File: config.mk
export PLATFORM = sky130hd
export DESIGN_NAME = cv32e40p_if_fetch_ctrl
export DESIGN_NICKNAME = d
export VERILOG_FILES = /design/src/rtl/cv32e40p_if_fetch_ctrl.sv
export SDC_FILE = /design/constraint.sdc
export NUM_CORES = 1
export LEC_CHECK = 0
export CORE_MARGIN = 2
export CORE_UTILIZATION = 30
export CTS_CLUSTER_DIAMETER = 200
export CTS_CLUSTER_SIZE = 16
export DETAILED_ROUTE_END_ITERATION = 6
export GPL_ROUTABILITY_DRIVEN = 0
export HOLD_SLACK_MARGIN = 0.15
export SLEW_MARGIN = 15
export SYNTH_ARGS = -nofsm -noshare
export SYNTH_HDL_FRONTEND = slang
export SYNTH_SLANG_ARGS = --single-unit
File: constraint.sdc
create_clock -name clk -period 4 [get_ports clk]
set_input_delay 0.6 -clock clk [delete_from_list [all_inputs] [get_ports clk]]
set_output_delay 0.6 -clock clk [all_outputs]
set_load 0.1 [all_outputs]
File: src/rtl/cv32e40p_if_fetch_ctrl.sv
// IF-stage fetch controller: OBI instruction requests with credit-based flow control,
// in-order response buffering and branch flush with stale-response discard.
module cv32e40p_if_fetch_ctrl #(
  parameter int unsigned       DEPTH           = 2,
  parameter int unsigned       MAX_OUTSTANDING = 2,
  parameter int unsigned       ADDR_W          = 32,
  parameter int unsigned       DATA_W          = 32,
  parameter logic [ADDR_W-1:0] RESET_ADDR      = 'h80
) (
  input  logic              clk,
  input  logic              rst,
  input  logic              req_i,
  input  logic              pc_set_i,
  input  logic [ADDR_W-1:0] branch_addr_i,
  output logic              instr_req_o,
  output logic [ADDR_W-1:0] instr_addr_o,
  input  logic              instr_gnt_i,
  input  logic              instr_rvalid_i,
  input  logic [DATA_W-1:0] instr_rdata_i,
  output logic              fetch_valid_o,
  output logic [DATA_W-1:0] fetch_rdata_o,
  output logic [ADDR_W-1:0] fetch_addr_o,
  input  logic              fetch_ready_i,
  output logic              branch_req_o,
  output logic              busy_o,
  output logic              perf_imiss_o
);

  localparam int unsigned CNT_W  = $clog2(MAX_OUTSTANDING + 1);
  localparam int unsigned FCNT_W = $clog2(DEPTH + 1);
  localparam int unsigned PTR_W  = (DEPTH > 1) ? $clog2(DEPTH) : 1;
  localparam int unsigned OPTR_W = (MAX_OUTSTANDING > 1) ? $clog2(MAX_OUTSTANDING) : 1;
  localparam int unsigned SUM_W  = $clog2(DEPTH + MAX_OUTSTANDING + 2) + 1;

  typedef enum logic [0:0] {StIdle, StReq} state_e;

  state_e              state_q, state_d;
  logic [ADDR_W-1:0]   addr_q, addr_d;
  logic [ADDR_W-1:0]   next_addr_q, next_addr_d;
  logic                redir_q, redir_d;
  logic [CNT_W-1:0]    out_cnt_q, out_cnt_d;
  logic [CNT_W-1:0]    discard_q, discard_d;
  logic [OPTR_W-1:0]   o_wptr_q, o_rptr_q;
  logic [PTR_W-1:0]    f_wptr_q, f_rptr_q;
  logic [FCNT_W-1:0]   f_cnt_q, f_cnt_d;
  logic [ADDR_W-1:0]   o_addr_q [MAX_OUTSTANDING];
  logic [ADDR_W-1:0]   f_addr_q [DEPTH];
  logic [DATA_W-1:0]   f_data_q [DEPTH];

  logic              pending, granted, rsp, drop, push, pop, issue_ok, launch;
  logic [SUM_W-1:0]  inflight_sum, total_sum;
  logic [ADDR_W-1:0] target, next_base;

  assign pending  = (state_q == StReq);
  assign granted  = pending & instr_gnt_i;
  // A response with nothing outstanding (e.g. arriving after reset) is ignored.
  assign rsp      = instr_rvalid_i & (out_cnt_q != '0);
  assign drop     = rsp & (discard_q != '0);
  assign push     = rsp & ~drop & ~pc_set_i;
  assign pop      = fetch_ready_i & (f_cnt_q != '0);
  assign target   = branch_addr_i & ~ADDR_W'(3);

  // Credits count the request currently on the bus so a same-cycle grant cannot overflow.
  assign inflight_sum = SUM_W'(out_cnt_q) + SUM_W'(pending) - SUM_W'(rsp);
  assign total_sum    = SUM_W'(out_cnt_q) + SUM_W'(pending) + SUM_W'(f_cnt_q)
                        - SUM_W'(pop) - SUM_W'(drop);
  assign issue_ok     = req_i & ~pc_set_i & (inflight_sum < SUM_W'(MAX_OUTSTANDING))
                        & (total_sum < SUM_W'(DEPTH));
  assign launch       = issue_ok & (~pending | instr_gnt_i);

  always_comb begin
    out_cnt_d   = out_cnt_q + CNT_W'(granted) - CNT_W'(rsp);
    next_base   = (granted & ~redir_q) ? next_addr_q + ADDR_W'(4) : next_addr_q;
    next_addr_d = pc_set_i ? target : next_base;
    addr_d      = launch ? next_base : addr_q;
    state_d     = launch ? StReq : (granted ? StIdle : state_q);
    redir_d     = granted ? 1'b0 : redir_q;
    if (pc_set_i && pending && !instr_gnt_i) redir_d = 1'b1;
    // Every transaction still outstanding after a redirect belongs to the old stream.
    discard_d   = pc_set_i ? out_cnt_d
                           : discard_q - CNT_W'(drop) + CNT_W'(granted & redir_q);
    f_cnt_d     = pc_set_i ? '0 : f_cnt_q + FCNT_W'(push) - FCNT_W'(pop);
  end

  always_ff @(posedge clk) begin
    if (rst) begin
      state_q     <= StIdle;
      addr_q      <= RESET_ADDR;
      next_addr_q <= RESET_ADDR;
      redir_q     <= 1'b0;
      out_cnt_q   <= '0;
      discard_q   <= '0;
      o_wptr_q    <= '0;
      o_rptr_q    <= '0;
      f_wptr_q    <= '0;
      f_rptr_q    <= '0;
      f_cnt_q     <= '0;
    end else begin
      state_q     <= state_d;
      addr_q      <= addr_d;
      next_addr_q <= next_addr_d;
      redir_q     <= redir_d;
      out_cnt_q   <= out_cnt_d;
      discard_q   <= discard_d;
      f_cnt_q     <= f_cnt_d;
      if (granted) begin
        o_wptr_q <= (o_wptr_q == OPTR_W'(MAX_OUTSTANDING - 1)) ? '0 : o_wptr_q + OPTR_W'(1);
      end
      if (rsp) begin
        o_rptr_q <= (o_rptr_q == OPTR_W'(MAX_OUTSTANDING - 1)) ? '0 : o_rptr_q + OPTR_W'(1);
      end
      if (pc_set_i) begin
        f_wptr_q <= '0;
        f_rptr_q <= '0;
      end else begin
        if (push) f_wptr_q <= (f_wptr_q == PTR_W'(DEPTH - 1)) ? '0 : f_wptr_q + PTR_W'(1);
        if (pop)  f_rptr_q <= (f_rptr_q == PTR_W'(DEPTH - 1)) ? '0 : f_rptr_q + PTR_W'(1);
      end
    end
  end

  always_ff @(posedge clk) begin
    if (granted) o_addr_q[o_wptr_q] <= addr_q;
    if (push) begin
      f_addr_q[f_wptr_q] <= o_addr_q[o_rptr_q];
      f_data_q[f_wptr_q] <= instr_rdata_i;
    end
  end

  assign instr_req_o   = pending;
  assign instr_addr_o  = addr_q;
  assign fetch_valid_o = (f_cnt_q != '0);
  assign fetch_rdata_o = f_data_q[f_rptr_q];
  assign fetch_addr_o  = f_addr_q[f_rptr_q];
  assign branch_req_o  = pc_set_i;
  assign busy_o        = pending | (out_cnt_q != '0);
  assign perf_imiss_o  = (req_i & ~fetch_valid_o) | pc_set_i;

endmodule

Word-level counts from Yosys, hierarchy flattened
Memory sizes are Yosys's and may differ from the RTL's. A register that Yosys moved wholly into a read port is not among the register bits.
Index checks and enable logic that the tools add are counted.
{"block": "word_totals", "romBits": 0, "reg_bits": 76, "latchBits": 0, "n_memories": 3, "out_inout_bits": 101, "mem_bits_rw": 192, "word_cells": 83}
{"block": "classes", "mul": 0, "n_bitwise": 21, "n_lt_le_gt_ge": 2, "muxes": 20, "add_sub_neg": 16, "n_reduce_logical": 9, "shift": 0, "n_div": 0, "n_eq_ne": 0}
{"name": "f_addr_q", "depth": 2, "word_bits": 32, "read_ports": 1, "rd_clocked_by_memory_dff": 1, "wr": 1, "line_no": "47", "rtl": "logic [ADDR_W-1:0] f_addr_q [DEPTH];"}
{"name": "f_data_q", "depth": 2, "word_bits": 32, "read_ports": 1, "rd_clocked_by_memory_dff": 1, "wr": 1, "line_no": "48", "rtl": "logic [DATA_W-1:0] f_data_q [DEPTH];"}
{"name": "o_addr_q", "depth": 2, "word_bits": 32, "read_ports": 1, "rd_clocked_by_memory_dff": 1, "wr": 1, "line_no": "46", "rtl": "logic [ADDR_W-1:0] o_addr_q [MAX_OUTSTANDING];"}
{"op": "two-way mux 32 bit", "n": 2}
{"op": "adder 32 x 3 -> 32 bit, second input constant", "n": 1}
{"op": "two-way mux 1 bit", "n": 17}
{"op": "bitwise AND 1 bit", "n": 13}
{"op": "subtractor 4 x 1 -> 4 bit", "n": 3}
{"op": "nonzero test 2 bit", "n": 5}
{"op": "< comparator 4 x 2 -> 1 bit, second input constant", "n": 2}
{"op": "adder 2 x 1 -> 2 bit", "n": 3}
{"op": "subtractor 2 x 1 -> 2 bit", "n": 3}
{"op": "inverter 1 bit", "n": 5}
{"op": "adder 1 bit, second input constant", "n": 4}
{"op": "adder 3 x 2 -> 4 bit", "n": 1}
{"op": "adder 2 x 1 -> 3 bit", "n": 1}
{"op": "bitwise OR 1 bit", "n": 3}
{"op": "logical AND 1 bit", "n": 2}
{"op": "two-way mux 2 bit", "n": 1}
{"op": "OR reduction 2 bit", "n": 1}
{"op": "logical NOT 1 bit", "n": 1}

Longest topological paths before layout
Gate-level depths: netlist of the first run.
{"block": "depth", "ltp_word": 8, "mapped_depth": 13}

Least setup slack after synthesis of the first run
Ideal clock, no wire load.
{"block": "synth_path", "kind": "register -> register", "from": "register f_cnt_q[1]", "to": "register addr_q[22] (netlist: instr_addr_o[22])", "n_path_buf": 2, "path_stages_with_launch": 14, "setup_ns": 0.136, "path_slack_ns": -0.205, "arrival_ns": 4.069, "path_cell_list": "dfxtp_1 inv_1 nand2_1 and2_1 fa_1 fa_1 nor2_1 fa_1 nor2_1 nand4_1 a2111oi_4 buf_2 buf_2 a211oi_1"}
{"block": "synth_between", "elab_chain_len": 7, "word_cells_on_any_way": 8, "cone_classes": "add/sub (3); order compare (1); bitwise (3); reduce/logical (1)"}
{"element": "start, declared", "line_no": "45", "rtl": "logic [FCNT_W-1:0] f_cnt_q, f_cnt_d;"}
{"element": "start signal, assigned", "line_no": "105", "rtl": "f_cnt_q <= f_cnt_d;"}
{"element": "nonzero test 2 bit"}
{"element": "via fetch_valid_o", "line_no": "20", "rtl": "output logic fetch_valid_o,"}
{"element": "bitwise AND 1 bit", "line_no": "60", "rtl": "assign pop = fetch_ready_i & (f_cnt_q != '0);"}
{"element": "via pop", "line_no": "50", "rtl": "logic pending, granted, rsp, drop, push, pop, issue_ok, launch;"}
{"element": "subtractor 4 x 1 -> 4 bit (2 in series)", "line_no": "66", "rtl": "- SUM_W'(pop) - SUM_W'(drop);"}
{"element": "< comparator 4 x 2 -> 1 bit", "line_no": "68", "rtl": "& (total_sum < SUM_W'(DEPTH));"}
{"element": "bitwise AND 1 bit", "line_no": "68"}
{"element": "bitwise AND 1 bit", "line_no": "69", "rtl": "assign launch = issue_ok & (~pending | instr_gnt_i);"}
{"element": "end signal, assigned", "line_no": "100", "rtl": "addr_q <= addr_d;"}
{"element": "end, declared", "line_no": "38", "rtl": "logic [ADDR_W-1:0] addr_q, addr_d;"}
The timed path passes the listed nets, and every way through them passes these cells.
A chain may end at the register's enable or synchronous reset.

Final worst setup path of the first run
{"block": "layout_path", "from": "input port instr_rvalid_i", "to": "register addr_q[16] (netlist: instr_addr_o[16])"}
{"block": "layout_between", "elab_chain_len": 6, "word_cells_on_any_way": 9, "cone_classes": "add/sub (2); order compare (2); bitwise (5)"}
{"element": "start, declared", "line_no": "18", "rtl": "input logic instr_rvalid_i,"}
{"element": "bitwise AND 1 bit (*)", "line_no": "57", "rtl": "assign rsp = instr_rvalid_i & (out_cnt_q != '0);"}
{"element": "subtractor 4 x 1 -> 4 bit or bitwise AND 1 bit (tied branches)", "line_no": "64, 58"}
{"element": "< comparator 4 x 2 -> 1 bit or subtractor 4 x 1 -> 4 bit (tied branches)", "line_no": "67, 66"}
{"element": "bitwise AND 1 bit or < comparator 4 x 2 -> 1 bit (tied branches)", "line_no": "67, 68"}
{"element": "bitwise AND 1 bit (*)", "line_no": "68"}
{"element": "bitwise AND 1 bit (*)", "line_no": "69"}
Mark *: on every way between the ends. The rest lies on a longest branch, timed or not.

==> impl_metrics.toml, run 1 <==
[cts]
clock_latency_ps = 510
ctsResizeCount = 0
cts_tree = "yes"
cts_made_buffers = 20
cts-root-buf = "clkbuf_16"
cts-htree-levels = 1
holdBufCountCts = 0
cts.sinks = 258
post-cts-setup-buffers = 0
clkTransAtPathRegs_ps = 70
clockBufferDepth = 3

[sta]
fin_hold_ws_ps = 488
hold_viol_final = 0
skew_ps = 17.0
max_slew_margin_pct = 27.5
tightest_slew_ps = 1080
finalCritPeriodShare_pct = 91.6
period_minus_slack_ps = 3660
finalMaxSlewViolations = 0
setup_viol = 0
fmax_ghz = 0.273
rsz0062_at_grt = "false"

[power_and_ir_drop]
p_leak_uw = 0.00437
p_total_uw = 8420
switching_share_pct = 39.3
pwr-share-clk_pct = 22.5
netSwitchingPower_uw = 3310
seqPwrFrac_pct = 41.6
internal-power_uw = 5110
power_density_nw_per_um2 = 647
pwr-share-comb_pct = 35.9
ir_worst_vdd_v = 0.000296

[floorplan]
chipHeight_microns = 189
io_pins = 172
coreArea_sq_um = 33600
dieWidth_microns = 189
initial_core_util_pct = 30.5
dieArea_sq_um = 35600
rows = 67

[detailed_routing]
drcViolationCount = 0
final_antenna_net_count = 0
drt_iter0_markers = 289
vias = 5981
first_pass_iters = 4
totalWireLength_microns = 22700
vias_per_cell = 4.48
wl_per_cell_microns = 17.0

[flow_run]
maxCapViolations = 0

[synthesis]
seq_area_frac_synth_pct = 68.4
yosys_warnings = 0
syn_area_sq_um = 10200
synth_cell_type_count = 43
netlist_instances = 700
ys_ff_latch = 258
synth_area_per_cell_sq_um = 14.6

[cells_and_area]
drive_above_1_share_pct = 23.9
multi_input_area_sq_um = 3020
layout.nets = 961
area_growth_pct = 27.0
seq_area_sq_um = 7010
final_util_pct = 38.7
fillers = 3170
num_antenna_cells = 0

[setup_path]
worstPathArrival_ps = 4080
slowest_stage = "clkdlybuf4s50_1"
startpoint_type = "primary input"
crit_fanout = 18
path_cells = "clkdlybuf4s50_1 -> o21ai_1 -> nor2_1 -> fa_1 -> fa_1 -> nor2_1 -> fa_1 -> nor2_1 -> nand4_1 -> a2111oi_4 -> buf_12 -> buf_12 -> nor2_1 -> a211oi_1"
required_ps = 4410
cp_num_buf_inv = 3
critPathTopFamily = "adder cells"
r2r_cells = 14
cp-end-kind = "flip-flop"
critPathKind = "primary input to flip-flop"
worstReg2RegEnd = "instr_addr_o[16]"
crit_path_frequent_cell = "nor2_1"
r2r_setup_slack_ps = 350
worstReg2RegStart = "f_cnt_q[1]"
critPathMaxStageDelay_ps = 460

[min_path]
hold_depth = 0
hp-class = "flip-flop to flip-flop"
min-delay-start = "instr_addr_o[15]"
hold-path-endpoint = "o_addr_q[0][15]"

[place]
portBuffers = 165
hpwlAfterDp_microns = 15100

[global_routing]
grt_pass1_wl_microns = 34700
grt_overflow_total = 0
grt_max_degree = 63
grt_pass1_vias = 6085
grt_use_total_pct = 12.5
antenna_found_initial = 0

[status]
status = "complete, no violations"
cells by family (layout without fill, tap and decap cells):
| family | count (synthesis) | after routing | synth area share [%] |
|---|---|---|---|
| flip-flops | 258 | 258 | 68.4 |
| multiplexers | 95 | 95 | 10.4 |
| AND/OR/NAND/NOR | 162 | 162 | 7.77 |
| buffers and inverters | 58 | 242 | 2.44 |
| adder cells (fa/ha/maj) | 17 | 17 | 2.30 |
| other | 1 | 4 | 0.0366 |
| XOR/XNOR | 40 | 40 | 3.42 |
| AO/OA/AOI/OAI | 69 | 69 | 5.23 |
per-stage QoR:
step | instances | cell area [sq um] | setup TNS [ps] | worst slack [ps]
2_1_floorplan | 703 | 10300 | -20500 | -165
3_3_place_gp | 1299 | 12400 | -1130 | -46.8
3_5_place_dp | 1299 | 12400 | -4190 | -180
4_1_cts | 1335 | 13000 | 0 | 344
5_1_grt | 1335 | 13000 | 0 | 88.0
6_report | 1335 | 13000 | 0 | 335
state kept, by name (all words and copies together) (netlist names), named ones only:
| name | flops |
|---|---|
| discard_q | 2 |
| f_addr_q | 60 |
| f_cnt_q | 2 |
| f_data_q | 64 |
| f_rptr_q | 1 |
| f_wptr_q | 1 |
| instr_addr_o | 30 |
| instr_req_o | 1 |
| next_addr_q | 30 |
| o_addr_q | 60 |
| o_rptr_q | 1 |
| o_wptr_q | 1 |
| out_cnt_q | 2 |
| redir_q | 1 |
layout by cell type, fill, tap and decap left out, types with 3 or more instances in the layout:
| cell type | count |
|---|---|
| nand2_1 | 9 |
| nor3_1 | 14 |
| and3_1 | 4 |
| clkdlybuf4s50_1 | 106 |
| nor2_1 | 80 |
| and4_1 | 3 |
| nor2b_1 | 3 |
| xor2_1 | 14 |
| clkbuf_16 | 21 |
| fa_1 | 3 |
| dfxtp_1 | 73 |
| mux2_2 | 92 |
| ha_1 | 14 |
| clkbuf_1 | 14 |
| edfxtp_1 | 184 |
| mux2i_1 | 3 |
| buf_4 | 74 |
| a21oi_1 | 5 |
| inv_1 | 17 |
| conb_1 | 4 |
| buf_12 | 7 |
| nand4_1 | 11 |
| a211oi_1 | 56 |
| nand3_1 | 18 |
| xnor2_1 | 26 |
power groups by stage:
| stage | clock network [uW] | logic (uW) | registers [uW] |
|---|---|---|---|
| 3_5_place_dp | 0 | 3050 | 3580 |
| 5_1_grt | 2070 | 3180 | 3550 |
| 4_1_cts | 1980 | 3060 | 3520 |
| 6_report | 1900 | 3020 | 3500 |
| 3_3_place_gp | 0 | 3020 | 3570 |
| 2_1_floorplan | 0 | 1340 | 4420 |
Yosys cell counts, drive strengths merged:
master | n | area (sq um)
a211oi | 58 | 445
nor3b | 2 | 15.0
and4b | 1 | 10.0
buf | 16 | 92.6
ha | 14 | 175
and2 | 1 | 6.26
nor2b | 3 | 18.8
nand3 | 18 | 90.1
inv | 18 | 67.6
and3 | 4 | 25.0
o21ba | 1 | 10.0
mux2i | 3 | 30.0
a21oi | 5 | 25.0
edfxtp | 184 | 5530
nor3 | 14 | 70.1
nor4 | 3 | 25.0
nand4 | 12 | 81.3
a211o | 2 | 17.5
or4 | 2 | 22.5
or3 | 1 | 6.26
clkbuf | 24 | 90.1
a2111oi | 1 | 27.5
o21ai | 2 | 10.0
and4 | 3 | 26.3
nand3b | 1 | 20.0
conb | 1 | 3.75
xor2 | 14 | 123
xnor2 | 26 | 228
mux2 | 92 | 1040
fa | 3 | 60.1
nor2 | 83 | 312
nand4b | 2 | 17.5
nand2b | 1 | 6.26
dfxtp | 74 | 1480
nand2 | 10 | 37.5
or2 | 1 | 6.26
cell type report:
| type | count | area share (%) |
|---|---|---|
| tap | 448 | 4.31 |
| multi-input combinational | 387 | 23.2 |
| timing repair buffer | 188 | 13.5 |
| clock buffer | 35 | 4.44 |
| clock inverter | 1 | 0.125 |
| inverter | 18 | 0.519 |
| sequential | 258 | 53.9 |
worst max path at each step:
stage                         from               end  slack [ps]  cells after the start
CTS                 instr_rvalid_i  instr_addr_o[15]         340                     14
floorplan                 pc_set_i   f_addr_q[0][10]        -170                      4
global route        instr_rvalid_i   instr_addr_o[2]          90                     14
global placement    instr_rvalid_i  instr_addr_o[22]         -50                     14
finish              instr_rvalid_i  instr_addr_o[16]         340                     14
detailed placement  instr_rvalid_i  instr_addr_o[16]        -180                     14
routing by layer:
metal  vias up  routed length [microns]  track usage, %
met4         0                      436            3.43
met3        26                     1290            2.66
met2       138                    11100            21.6
li1       2939                        -               -
met1      2878                     9830            15.8
met5         -                        0               0
No activity file was read; power rests on OpenSTA's default activity.
==> run 2: changes to the inputs <==
--- a/config.mk
+++ b/config.mk
@@ -16,3 +16,4 @@
 export SYNTH_ARGS = -nofsm -noshare
 export SYNTH_HDL_FRONTEND = slang
 export SYNTH_SLANG_ARGS = --single-unit
+export TNS_END_PERCENT = 50
==> results of run 2 <==
Same layout as run 1: the final DEF is identical, and so are final timing and power.
==> run 3: changes to the inputs <==
--- a/config.mk
+++ b/config.mk
@@ -7,6 +7,7 @@
 export LEC_CHECK = 0
 export CORE_MARGIN = 2
 export CORE_UTILIZATION = 30
+export CTS_BUF_LIST = sky130_fd_sc_hd__clkbuf_8 sky130_fd_sc_hd__clkbuf_16
 export CTS_CLUSTER_DIAMETER = 200
 export CTS_CLUSTER_SIZE = 16
 export DETAILED_ROUTE_END_ITERATION = 6
==> impl_metrics.toml, run 3 (synthesized netlist as in run 1, its figures left out) <==
[sta]
finalCritPeriodShare_pct = 91.7
hold_viol_final = 0
setup_viol = 0
rsz0062_at_grt = "false"
skew_ps = 16.5
max_slew_margin_pct = 27.5
tightest_slew_ps = 1080
finalMaxSlewViolations = 0
period_minus_slack_ps = 3670
fmax_ghz = 0.273

[cells_and_area]
top_register = "f_data_q"
largest_registers = "f_data_q (64), f_addr_q (60), o_addr_q (60)"
area_growth_pct = 27.0
layout.nets = 961
num_antenna_cells = 0
final_cells = 1335
stdcell_area_sq_um = 13000
largest_register_ffs = 64
drive_above_1_share_pct = 23.9
final_util_pct = 38.7
layout_commonest_cell = "edfxtp_1"
layout_common_cells = "edfxtp_1 (184), clkdlybuf4s50_1 (106), mux2_2 (92), nor2_1 (80), buf_4 (74)"

[global_routing]
grt_pass1_vias = 6082
gr-max-usage-layer = "met2"
grt_use_total_pct = 12.5
grt_overflow_total = 0
use_met2_pct = 21.6
grt_use_met1_pct = 15.8
grt_max_degree = 63
grt_util_met3_pct = 2.66
grt_pass1_wl_microns = 34700
antenna_found_initial = 0

[floorplan]
chipHeight_microns = 189
initial_core_util_pct = 30.5
rows = 67
dieArea_sq_um = 35600
io_pins = 172
coreArea_sq_um = 33600
dieWidth_microns = 189

[cts]
post-cts-setup-buffers = 0
cts_made_buffers = 20
cts_tree = "yes"
clock_latency_ps = 510
clockBufferDepth = 3
clkTransAtPathRegs_ps = 70
cts.sinks = 258
cts-root-buf = "clkbuf_16"
cts-htree-levels = 1
ctsResizeCount = 0
holdBufCountCts = 0

[place]
hpwlAfterDp_microns = 15100
placed_cells = 1299
portBuffers = 165
place_area_sq_um = 12400

[setup_path]
critPathMaxStageDelay_ps = 460
slowest_stage = "clkdlybuf4s50_1"
crit_path_frequent_cell = "nor2_1"
critPathKind = "primary input to flip-flop"
crit_fanout = 18
required_ps = 4410
startpoint_type = "primary input"
worstPathArrival_ps = 4080
cp-end-kind = "flip-flop"
path_cells = "clkdlybuf4s50_1 -> o21ai_1 -> nor2_1 -> fa_1 -> fa_1 -> nor2_1 -> fa_1 -> nor2_1 -> nand4_1 -> a2111oi_4 -> buf_12 -> buf_12 -> nor2_1 -> a211oi_1"

[power_and_ir_drop]
pwr-share-clk_pct = 22.2
pwr-share-comb_pct = 36.0
internal-power_uw = 5080
switching_share_pct = 39.5
seqPwrFrac_pct = 41.8
netSwitchingPower_uw = 3320
p_leak_uw = 0.00443
power_density_nw_per_um2 = 645
ir_worst_vdd_v = 0.000297

[min_path]
hp-class = "flip-flop to flip-flop"

[detailed_routing]
totalWireLength_microns = 22600
wl_per_cell_microns = 16.9
first_pass_iters = 4
final_antenna_net_count = 0
drcViolationCount = 0
vias = 5966
vias_per_cell = 4.47
drt_iter0_markers = 263

[status]
status = "complete, no violations"

[flow_run]
maxCapViolations = 0
run 3: changes by cell type in the layout (fill, tap and decap cells not counted), sizes merged:
cell	change
clkbuf	-14
inv	+14
run 3: metrics by stage:
step / setup slack [ps] / setup TNS, ps / hold WS, ps / power (uW)
after floorplan: -165 / -20500 / 472 / 5770
after global placement: -46.8 / -1130 / 476 / 6590
after detailed placement: -180 / -4190 / 474 / 6630
after CTS: 344 / 0 / 497 / 8530
after global routing: 88.1 / 0 / 520 / 8770
final: 332 / 0 / 486 / 8390
run 3: layout make-up:
cell class	count	area, sq um
Fill cell	3170	20600
Sequential cell	258	7010
Multi-Input combinational cell	387	3020
Timing Repair Buffer	188	1760
Tap cell	448	561
Clock buffer	21	526
Clock inverter	15	68.8
Inverter	18	67.6
run 3: worst max-delay path: cells and delay by family:
kind / cells / cell delay (ps)
AOI/OAI and AO/OA: 3 / 670
adders and majority gates: 3 / 1350
buffers and inverters: 3 / 780
and+or+nand+nor: 5 / 680
run 3: worst paths after layout:
check / start / endpoint / slack (ps) / depth (start not counted)
worst max register to register: f_cnt_q[1] / instr_addr_o[16] / 350 / 14
worst min register to register: instr_addr_o[15] / o_addr_q[0][15] / 490 / 0
worst min-delay path: instr_addr_o[15] / o_addr_q[0][15] / 490 / 0
worst max-delay path: instr_rvalid_i / instr_addr_o[16] / 330 / 14
run 3: routing by layer:
layer | routed length [microns] | vias up | share of wire [%]
li1 | - | 2940 | -
met1 | 9880 | 2863 | 44
met2 | 11000 | 137 | 49
met3 | 1280 | 26 | 5.7
met4 | 435 | 0 | 1.9
met5 | 0 | - | 0
run 3: power groups by stage:
stage               sequential, uW  combinational, uW  clock, uW
CTS                           3520               3060       1950
floorplan                     4420               1340          0
global placement              3570               3020          0
detailed placement            3580               3050          0
finish                        3500               3020       1870
global route                  3550               3180       2030
